==> src/rtl/icache_responder.sv <==
// icache_responder: direct-mapped, read-only, one-word-per-line instruction cache.
//
// The fetch stage reads through imemREN/imemaddr. A hit returns ihit/imemload in the
// same cycle. On a miss the cache stalls the fetch stage by holding ihit low. It then
// fills the line with a single-word read on iREN/iaddr, and iwait/iload complete that
// read.
//
// Ports:
//   CLK, nRST        clock (rising edge), synchronous active-low reset
//   imemREN/imemaddr fetch request and byte address (bits [1:0] ignored)
//   ihit/imemload    fetch word valid and data (data is 0 when ihit=0)
//   iREN/iaddr       memory read request and word address (0 when idle)
//   iwait/iload      memory busy and read data (data valid when iwait=0)
//   iflush           invalidate all lines
//
// Optional feature: define ICACHE_FWD_EN to forward iload to the fetch stage in the
// FILL cycle that completes a fill for the currently requested word.
module icache_responder #(
    parameter int unsigned SETS = 16
) (
    input  logic        CLK,
    input  logic        nRST,
    input  logic        imemREN,
    input  logic [31:0] imemaddr,
    output logic        ihit,
    output logic [31:0] imemload,
    output logic        iREN,
    output logic [31:0] iaddr,
    input  logic        iwait,
    input  logic [31:0] iload,
    input  logic        iflush
);

    localparam int unsigned IDX  = $clog2(SETS);
    localparam int unsigned TAGW = 30 - IDX;

    typedef enum logic {
        StIdle,
        StFill
    } state_e;

    state_e           state_q, state_d;
    logic [SETS-1:0]  valid_q, valid_d;
    logic [29:0]      missaddr_q, missaddr_d;
    // A flush seen at any point during a fill keeps that fill from marking its line valid.
    logic             flush_pend_q, flush_pend_d;

    logic [TAGW-1:0]  tag_q  [SETS];
    logic [31:0]      data_q [SETS];

    logic [IDX-1:0]   req_idx;
    logic [TAGW-1:0]  req_tag;
    logic [IDX-1:0]   miss_idx;
    logic [TAGW-1:0]  miss_tag;
    logic             lookup_hit;
    logic             fill_we;

    logic             unused_byte_offset;
    assign unused_byte_offset = ^imemaddr[1:0];

    assign req_idx  = imemaddr[IDX+1:2];
    assign req_tag  = imemaddr[31:IDX+2];
    assign miss_idx = missaddr_q[IDX-1:0];
    assign miss_tag = missaddr_q[29:IDX];

    // An invalid line masks its (unreset) tag, so the tag compare never sees X on a hit.
    assign lookup_hit = imemREN && valid_q[req_idx] && (tag_q[req_idx] == req_tag);

    always_comb begin
        state_d      = state_q;
        valid_d      = valid_q;
        missaddr_d   = missaddr_q;
        flush_pend_d = flush_pend_q;
        fill_we      = 1'b0;
        ihit         = 1'b0;
        imemload     = '0;
        iREN         = 1'b0;
        iaddr        = '0;

        unique case (state_q)
            StIdle: begin
                if (iflush) begin
                    valid_d = '0;
                end
                // A flush cycle never hits, so a request made in that cycle becomes a miss.
                if (lookup_hit && !iflush) begin
                    ihit     = 1'b1;
                    imemload = data_q[req_idx];
                end else if (imemREN) begin
                    missaddr_d   = imemaddr[31:2];
                    flush_pend_d = 1'b0;
                    state_d      = StFill;
                end
            end

            StFill: begin
                iREN  = 1'b1;
                iaddr = {missaddr_q, 2'b00};
                if (iflush) begin
                    valid_d      = '0;
                    flush_pend_d = 1'b1;
                end
                if (!iwait) begin
                    fill_we           = 1'b1;
                    valid_d[miss_idx] = !(iflush || flush_pend_q);
                    flush_pend_d      = 1'b0;
                    state_d           = StIdle;
`ifdef ICACHE_FWD_EN
                    if (imemREN && (imemaddr[31:2] == missaddr_q)) begin
                        ihit     = 1'b1;
                        imemload = iload;
                    end
`endif
                end
            end

            default: begin
                state_d = StIdle;
            end
        endcase
    end

    always_ff @(posedge CLK) begin
        if (!nRST) begin
            state_q      <= StIdle;
            valid_q      <= '0;
            missaddr_q   <= '0;
            flush_pend_q <= 1'b0;
        end else begin
            state_q      <= state_d;
            valid_q      <= valid_d;
            missaddr_q   <= missaddr_d;
            flush_pend_q <= flush_pend_d;
        end
    end

    // Tag and data storage is not reset; a reset edge suppresses the write so an aborted
    // fill leaves nothing behind.
    always_ff @(posedge CLK) begin
        if (nRST && fill_we) begin
            tag_q[miss_idx]  <= miss_tag;
            data_q[miss_idx] <= iload;
        end
    end

endmodule

==> config.mk <==
export PLATFORM = sky130hd
export DESIGN_NAME = icache_responder
export DESIGN_NICKNAME = d
export VERILOG_FILES = /design/src/rtl/icache_responder.sv
export SDC_FILE = /design/constraint.sdc
export NUM_CORES = 1
export LEC_CHECK = 0
export CAP_MARGIN = 20
export CORE_MARGIN = 2
export CORE_UTILIZATION = 50
export DETAILED_ROUTE_END_ITERATION = 8
export PLACE_DENSITY = 0.71
export SLEW_MARGIN = 40
export SYNTH_ARGS = -nofsm -noshare
export SYNTH_HDL_FRONTEND = slang
export SYNTH_SLANG_ARGS = --single-unit
==> constraint.sdc <==
create_clock -name CLK -period 9.95 [get_ports CLK]
set_input_delay 1.4925 -clock CLK [delete_from_list [all_inputs] [get_ports CLK]]
set_output_delay 1.4925 -clock CLK [all_outputs]
set_load 0.005 [all_outputs]
**After elaboration in Yosys (flattened, before gate mapping)**

Memories as Yosys holds them, arrays and structs flattened.
Cells that the tools add are included.

- Magnitude comparators: 3
- Equal/unequal tests: 4
- Mux-type cells: 28
- Bitwise operators: 2
- Reduce and logical (&&, ||, !) cells: 10

Operators with widths:

| operator | count |
|---|---|
| 32-bit 2-to-1 mux | 3 |
| 16-bit 2-to-1 mux | 3 |
| 16-bit case mux with 2 select lines | 1 |
| 26-bit equality test | 1 |
| 16-bit bitwise mux | 1 |
| 1-bit 2-to-1 mux | 16 |
| 4-bit by 5-bit < comparator with 1-bit output (second input constant) | 2 |
| 3-bit AND reduction | 2 |
| 1-bit logical AND | 5 |
| 1-bit binary-select mux with 4-bit select | 1 |
| 1-bit demux with 4-bit select | 1 |
| 4-bit by 1-bit >= comparator with 1-bit output (second input constant) | 1 |
| 2-bit inequality test (second input constant) | 2 |
| 1-bit case mux with 2 select lines | 2 |
| 3-bit inequality test (second input constant) | 1 |
| 1-bit logical NOT | 2 |
| 1-bit inverter | 2 |
| 1-bit logical OR | 1 |

- Register bits: 48
- Memory bits (writable): 928
- Bits of input ports: 69
- Output and inout port bits: 66
- Word-level logic and storage cells: 53
- Memories kept: 2

Memory list:

| name | depth | width | rd ports | clocked after memory_dff | write ports | line | text |
|---|---|---|---|---|---|---|---|
| data_q | 16 | 32 | 1 | 0 | 1 | 49 | `logic [31:0] data_q [SETS];` |
| tag_q | 16 | 26 | 1 | 0 | 1 | 48 | `logic [TAGW-1:0] tag_q [SETS];` |

**Depth between registers and ports, before layout**

Gate-level depths: netlist (run 1).

- Depth in word-level cells: 7
- Mapped depth: 15
- Gate-level depth less buffers: 8

**Least setup slack after synthesis (run 1)**

No wires, ideal clock.

- Path type: input port to flip-flop
- Start point: input nRST
- End point: memory data_q[2][0], enable pin
- Library setup time: 545 ps
- Arrival: 6037 ps
- Data required time: 9405 ps
- Path slack: 3368 ps
- Stages on the path: 4
- Path buffers: 2
- Cell sequence: clkbuf_1 > clkbuf_1 > nand2_1 > nor3_1

- Cells in the longest elaborated chain, start to end: 3

Ends and longest elaborated chain:

| item | line | text |
|---|---|---|
| start: declaration | 22 | `input logic nRST,` |
| 1-bit logical AND | 140 | `if (nRST && fill_we) begin` |
| 1-bit 2-to-1 mux | 140 |  |
| 1-bit 2-to-1 mux (implied by the code) | 142 | `data_q[miss_idx] <= iload;` |
| end: declaration | 49 |  |

Every way passes these cells.

**Final worst setup path (run 1)**

- Start point: input imemaddr[3]
- End point: output imemload[1]

- Cells in the longest elaborated chain, start to end: 7
- Elaborated cells between the ends (all ways): 10
- Those cells by class: 1 x eq/ne; 4 x mux; 3 x reduce/logical; 2 x memory

Ends and longest elaborated chain:

| item | line | text |
|---|---|---|
| start: declaration | 24 | `input logic [31:0] imemaddr,` |
| parallel branches: the longest is 5 deep, another holds memory 16 x 26 bit | -- |  |
| 32-bit 2-to-1 mux * | 86 | `if (lookup_hit && !iflush) begin` |
| 32-bit 2-to-1 mux * | 80 | `unique case (state_q)` |
| end: declaration | 26 | `output logic [31:0] imemload,` |

Every way passes the cells marked *. The select of a mux whose other input is x is not followed.

==> results.sh, run 1 <==
export IMPL_ff2ff_path_depth=6
export IMPL_synth_top_cell_area_share_pct=70.65
export IMPL_hp_start="valid_q[11]$_SDFF_PN0_"
export IMPL_post_drt_wl_per_cell_um=28.54
export IMPL_yosys_area_share_simple_pct=4.914
export IMPL_num_rows=102
export IMPL_grt_ovfl_total=0
export IMPL_drive_gt1_share_pct=22.18
export IMPL_p_per_area_nw_per_um2=192.2
export IMPL_hp_class="reg -> reg"
export IMPL_synth_ff_type="edfxtp_1"
export IMPL_maxCapViolCount=0
export IMPL_pre_cts_ws_ps=2497
export IMPL_fin_util_pct=58.35
export IMPL_cts_setup_buffers=0
export IMPL_area_delta_synth_final_pct=14.97
export IMPL_p_leak_nw=14.53
export IMPL_numPortBuffers=130
export IMPL_sequentialPowerShare_pct=53.0
export IMPL_synth_compound_area_share_pct=3.315
export IMPL_cts_sink_count=976
export IMPL_worstSetupPathType="in -> out"
export IMPL_initial_core_util_pct=50.75
export IMPL_synth_adder_area_share_pct=0
export IMPL_holdWs_ps=479.9
export IMPL_synth_area_top_cells="edfxtp_1 (71%), mux4_2 (14%), dfxtp_1 (2.4%)"
export IMPL_clock_skew_ps=26.47
export IMPL_die_h_um=284.9
export IMPL_synth_most_common_cell="edfxtp_1"
export IMPL_finalWorstSetupSlack_ps=2613
export IMPL_tns_ps=0
export IMPL_async_flop_share_pct=0
export IMPL_track_usage_pct=23.21
export IMPL_switching_power_mw=1.837
export IMPL_cts_path_max_buffers=3
export IMPL_crit_fanout=59
export IMPL_relSlewSlack_pct=42.39
export IMPL_grt_pass1_wl_mm=138.4
export IMPL_ir_worst_vdd_mv=0.1933
export IMPL_tightest_slew_ps=864.1
export IMPL_report_final_slew_viol_count=0
export IMPL_finalHoldViolCount=0
export IMPL_finalInstanceArea_um2=45350
export IMPL_grt_pass1_vias=20920
export IMPL_drc_errors=0
export IMPL_cts_root_buffer="clkbuf_16"
export IMPL_yosys_warnings=0
export IMPL_vias_per_cell=6.287
export IMPL_layout_min_cycle_time_ps=7337
export IMPL_startpoint_type="primary input"
export IMPL_synth_enable_flop_cells=928
export IMPL_ys_top_cells_by_count="edfxtp_1 (928), mux4_2 (240), mux2i_1 (82), and2_1 (71), nor2_1 (68)"
export IMPL_netlist_area_um2=39440
export IMPL_cts_resized_gates=0
export IMPL_min_delay_worst_endpoint="valid_q[11]$_SDFF_PN0_"
export IMPL_fin_crit_sh_pct=73.73
export IMPL_critPathRequiredTime_ps=8460
export IMPL_drt_initial_drc_count=2281
export IMPL_status="completed"
export IMPL_syn_instance_count=2018
export IMPL_clk_pin_slew_ps=60
export IMPL_globalplace_congestion=0.9255
export IMPL_report_final_setup_viol=0
export IMPL_placed_area_um2=42100
export IMPL_die_area_um2=81150
export IMPL_r2r_start="state_q$_SDFF_PN0_"
export IMPL_grt_start_max_net_pins=88
export IMPL_synth_top_family_by_area="multiplexers"
export IMPL_yosys_area_top_type="edfxtp_1"
export IMPL_whs_path_depth=2
export IMPL_hold_buffers=0
export IMPL_synth_mux_area_share_pct=16.58
export IMPL_rsz0062_at_grt="false"
export IMPL_ys_seq_area_share_pct=73.08
export IMPL_r2r_setup_slack_ps=6130
export IMPL_dp_cells=3108
export IMPL_ys_ff_latch=976
export IMPL_synth_distinct_cells=75
export IMPL_io_pins=135
export IMPL_timing_rr_end="tag_q[5][0]$_DFFE_PP_"
export IMPL_switching_share_pct=21.08
export IMPL_antenna_cells=0
export IMPL_syn_area_per_cell_um2=19.55
export IMPL_power_mw=8.718
export IMPL_drtPass1Iterations=6
export IMPL_arrival_ps=5840
export IMPL_clk_latency_ps=670
export IMPL_postRouteAntennaNets=0
export IMPL_cp_startpoint="imemaddr[3]"
export IMPL_power_share_combinational_pct=5.2
export IMPL_place_detailed_hpwl_mm=50.99
export IMPL_fmax_mhz=136.3
export IMPL_vias=20650
export IMPL_numCtsBuffers=95
export IMPL_nets=2235
export IMPL_core_area_um2=77720
export IMPL_htree_levels=3
export IMPL_grt_antenna_before_repair=6
export IMPL_crit_path_end_kind="output port"
export IMPL_intPower_mw=6.881
export IMPL_dieWidth_um=284.9
export IMPL_yosys_area_share_xor_xnor_pct=0.4441
export IMPL_p_clk_share_pct=41.9
export IMPL_final_cells=3285
export IMPL_routed_wl_mm=93.75
export IMPL_cts_tree="yes"
[critical path, cell delays in order]
cell and delay [ps]:
buf_6 500, inv_1 610, mux2i_1 340, xor2_1 260
nand4_1 150, o32ai_1 600, nor4b_1 420, and4_4 610
and2_1 230, clkdlybuf4s50_1 510
[state kept, by name, summed over array words and instances, names as in the netlist]
register      count
state_q           1
data_q          512
tag_q           416
missaddr_q       30
flush_pend_q      1
valid_q          16
[kinds of logic after synthesis]
| logic type | after synthesis |
|---|---|
| flops | 976 |
| other cells | 1 |
| compound gates | 192 |
| buf+inv | 131 |
| mux | 350 |
| xor+xnor | 20 |
| simple gates | 348 |
[how the worst max path moves through the flow]
stage / endpoint
after floorplan: data_q[2][0]$_DFFE_PP_
after global placement: imemload[1]
after detailed placement: imemload[8]
after CTS: imemload[1]
after global routing: imemload[18]
final: imemload[1]
[cell type report]
type                    count  area [µm²]
well taps                1040        1301
flip-flops and latches    976       28830
repair buffers            175        1877
fillers                  5522       32370
multi-input cells         912       10100
clock buffers             121        2576
clock inverters            55       639.4
inverters                   6       27.53
[layout by cell type, fill, tap and decap left out, types with 28 or more instances in the layout]
cell type        synthesis  routed
mux2i_1                 82      82
mux4_2                 240     240
and3_1                  34      34
clkdlybuf4s50_1          0     125
nand2_1                 50      50
a21oi_1                 42      42
o21ai_0                 48      48
and2_1                  71      70
o311ai_1                28      28
nor2_1                  68      53
mux2_2                  28      28
edfxtp_1               928     928
clkbuf_16                0      96
dfxtp_1                 48      48
[metal layers]
layer | GRT usage [%] | vias to the layer above | share of wire (%)
li1 | - | 8632 | -
met1 | 33.40 | 10860 | 41
met2 | 36.93 | 992 | 48
met3 | 4.208 | 160 | 8.5
met4 | 6.382 | 10 | 2.3
met5 | 0 | - | 0.078
[power groups by stage]
| stage | Sequential [mW] | Clock [mW] | Combinational, mW |
|---|---|---|---|
| after CTS | 4.62 | 3.71 | 0.450 |
| after global placement | 4.70 | 0 | 0.433 |
| final | 4.62 | 3.65 | 0.450 |
| after detailed placement | 4.70 | 0 | 0.447 |
| after floorplan | 4.67 | 0 | 0.288 |
| after global routing | 4.62 | 3.85 | 0.482 |
(Power assumes the default switching activity.)
==> run 2: changes to the inputs <==
Clock period 9.95 ns to 7.5 ns, I/O delays scaled along.
==> run 2 against run 1 <==
First-iteration DRC count is 5.7% higher. Highest routed layer unchanged. Routed wire length is 2.1% lower. Critical path depth is 3 higher. Largest power group unchanged.
==> results.sh, run 2 (synthesized netlist as in run 1, its figures left out) <==
export IMPL_holdWs_ps=479.6
export IMPL_antenna_cells=0
export IMPL_r2r_setup_slack_ps=3900
export IMPL_die_area_um2=81150
export IMPL_clk_pin_slew_ps=60
export IMPL_hold_buffers=0
export IMPL_ir_worst_vdd_mv=0.2855
export IMPL_post_drt_wl_per_cell_um=27.86
export IMPL_die_h_um=284.9
export IMPL_dp_cells=3118
export IMPL_layout_commonest_cell="edfxtp_1"
export IMPL_clk_latency_ps=660
export IMPL_status="completed"
export IMPL_tns_ps=0
export IMPL_grt_pass1_wl_mm=136.0
export IMPL_postRouteAntennaNets=0
export IMPL_crit_fanout=54
export IMPL_endpoint="imemload[29]"
export IMPL_routed_wl_mm=91.80
export IMPL_nets=2247
export IMPL_core_area_um2=77720
export IMPL_num_rows=102
export IMPL_cpPeakStageDelay_ps=530
export IMPL_worstSetupPathType="in -> out"
export IMPL_fin_util_pct=58.31
export IMPL_grt_pass1_vias=20620
export IMPL_drive_gt1_share_pct=22.48
export IMPL_fmax_mhz=152.9
export IMPL_maxCapViolCount=0
export IMPL_ff2ff_path_depth=8
export IMPL_report_final_setup_viol=0
export IMPL_dieWidth_um=284.9
export IMPL_layout_min_cycle_time_ps=6540
export IMPL_largest_reg_flops=512
export IMPL_arrival_ps=5410
export IMPL_critPathSlowestCell="mux4_2"
export IMPL_cts_root_buffer="clkbuf_16"
export IMPL_drc_errors=0
export IMPL_grt_ovfl_total=0
export IMPL_grt_start_max_net_pins=78
export IMPL_report_final_slew_viol_count=0
export IMPL_tightest_slew_ps=850.3
export IMPL_place_detailed_hpwl_mm=50.98
export IMPL_timing_rr_end="flush_pend_q$_SDFFE_PN0P_"
export IMPL_reg_top3="data_q x512, tag_q x416, missaddr_q x30"
export IMPL_cts_setup_buffers=0
export IMPL_path_cells="buf_6 -> buf_16 -> buf_4 -> mux4_2 -> mux2i_1 -> nor2_1 -> o32a_1 -> nor3_1 -> and4b_1 -> and4_2 -> buf_4 -> and2_1 -> clkdlybuf4s50_1"
export IMPL_p_leak_nw=14.53
export IMPL_nFillCells=5589
export IMPL_grt_antenna_before_repair=3
export IMPL_crit_path_end_kind="output port"
export IMPL_relSlewSlack_pct=43.24
export IMPL_cts_sink_count=976
export IMPL_htree_levels=3
export IMPL_cts_path_max_buffers=3
export IMPL_rsz0062_at_grt="false"
export IMPL_r2r_start="tag_q[13][7]$_DFFE_PP_"
export IMPL_clock_skew_ps=19.31
export IMPL_layout_common_cells="edfxtp_1 (928), mux4_2 (240), clkdlybuf4s50_1 (125)"
export IMPL_cts_tree="yes"
export IMPL_io_pins=135
export IMPL_critPathRequiredTime_ps=6380
export IMPL_numCtsBuffers=96
export IMPL_hp_class="reg -> reg"
export IMPL_p_per_area_nw_per_um2=253.4
export IMPL_numPortBuffers=130
export IMPL_track_usage_pct=22.63
export IMPL_vias_per_cell=6.246
export IMPL_startpoint_type="primary input"
export IMPL_crit_top_cell="buf_4"
export IMPL_drtPass1Iterations=6
export IMPL_final_cells=3295
export IMPL_fin_crit_sh_pct=87.19
export IMPL_globalplace_congestion=0.9077
export IMPL_power_mw=11.48
export IMPL_area_delta_synth_final_pct=14.90
export IMPL_cp_startpoint="imemaddr[3]"
export IMPL_vias=20580
export IMPL_top_register="data_q"
export IMPL_cts_resized_gates=0
export IMPL_finalHoldViolCount=0
export IMPL_drt_initial_drc_count=2412
export IMPL_initial_core_util_pct=50.75
-- run 2: final cells by class --
cell class | instances | area (µm²) | share of cell area, %
Clock buffer | 112 | 2515 | 5.549
Clock inverter | 63 | 628.1 | 1.386
Inverter | 6 | 23.77 | 0.05246
Multi-Input combinational cell | 912 | 10100 | 22.28
Sequential cell | 976 | 28830 | 63.61
Tap cell | 1040 | 1301 | 2.871
Timing Repair Buffer | 186 | 1928 | 4.254
-- run 2: through the flow --
step	worst slack, ps	area [µm²]
after global placement	869.2	41930
after global routing	697.4	45320
final	960.4	45320
after CTS	865.1	45270
after detailed placement	899.5	42130
after floorplan	1286	39450
-- run 2: worst min-delay path by stage --
| stage | start | to | slack, ps | cells after the start |
|---|---|---|---|---|
| 2_1_floorplan | valid_q[3]$_SDFF_PN0_ | valid_q[3]$_SDFF_PN0_ | 450 | 2 |
| 3_3_place_gp | valid_q[3]$_SDFF_PN0_ | valid_q[3]$_SDFF_PN0_ | 460 | 2 |
| 3_5_place_dp | valid_q[9]$_SDFF_PN0_ | valid_q[9]$_SDFF_PN0_ | 470 | 2 |
| 4_1_cts | valid_q[13]$_SDFF_PN0_ | valid_q[13]$_SDFF_PN0_ | 470 | 2 |
| 5_1_grt | valid_q[3]$_SDFF_PN0_ | valid_q[3]$_SDFF_PN0_ | 500 | 2 |
| 6_report | valid_q[12]$_SDFF_PN0_ | valid_q[12]$_SDFF_PN0_ | 480 | 2 |
-- run 2: power by group --
group          switching, mW  internal, mW
clock network           2.03          2.73
registers             0.0956          6.04
logic                  0.325         0.268
-- run 2: worst max-delay path, delay by kind of cell --
family	cells	cell delay (ps)
AND/OR/NAND/NOR	5	1000
buffers and inverters	5	1750
multiplexers	2	980
AO/OA/AOI/OAI	1	420
-- run 2: metal layers --
layer	vias up	GRT usage (%)	part of all wire [%]
met1	10900	33.33	43
met5	-	0	0.012
li1	8643	-	-
met3	150	3.504	7.1
met2	888	35.94	48
met4	2	5.539	2.2
==> run 3: changes to the inputs <==
Settings changed: SETUP_SLACK_MARGIN from default to 0.02.
==> results of run 3 <==
No change in the layout: final DEF, timing and power equal those of run 2.
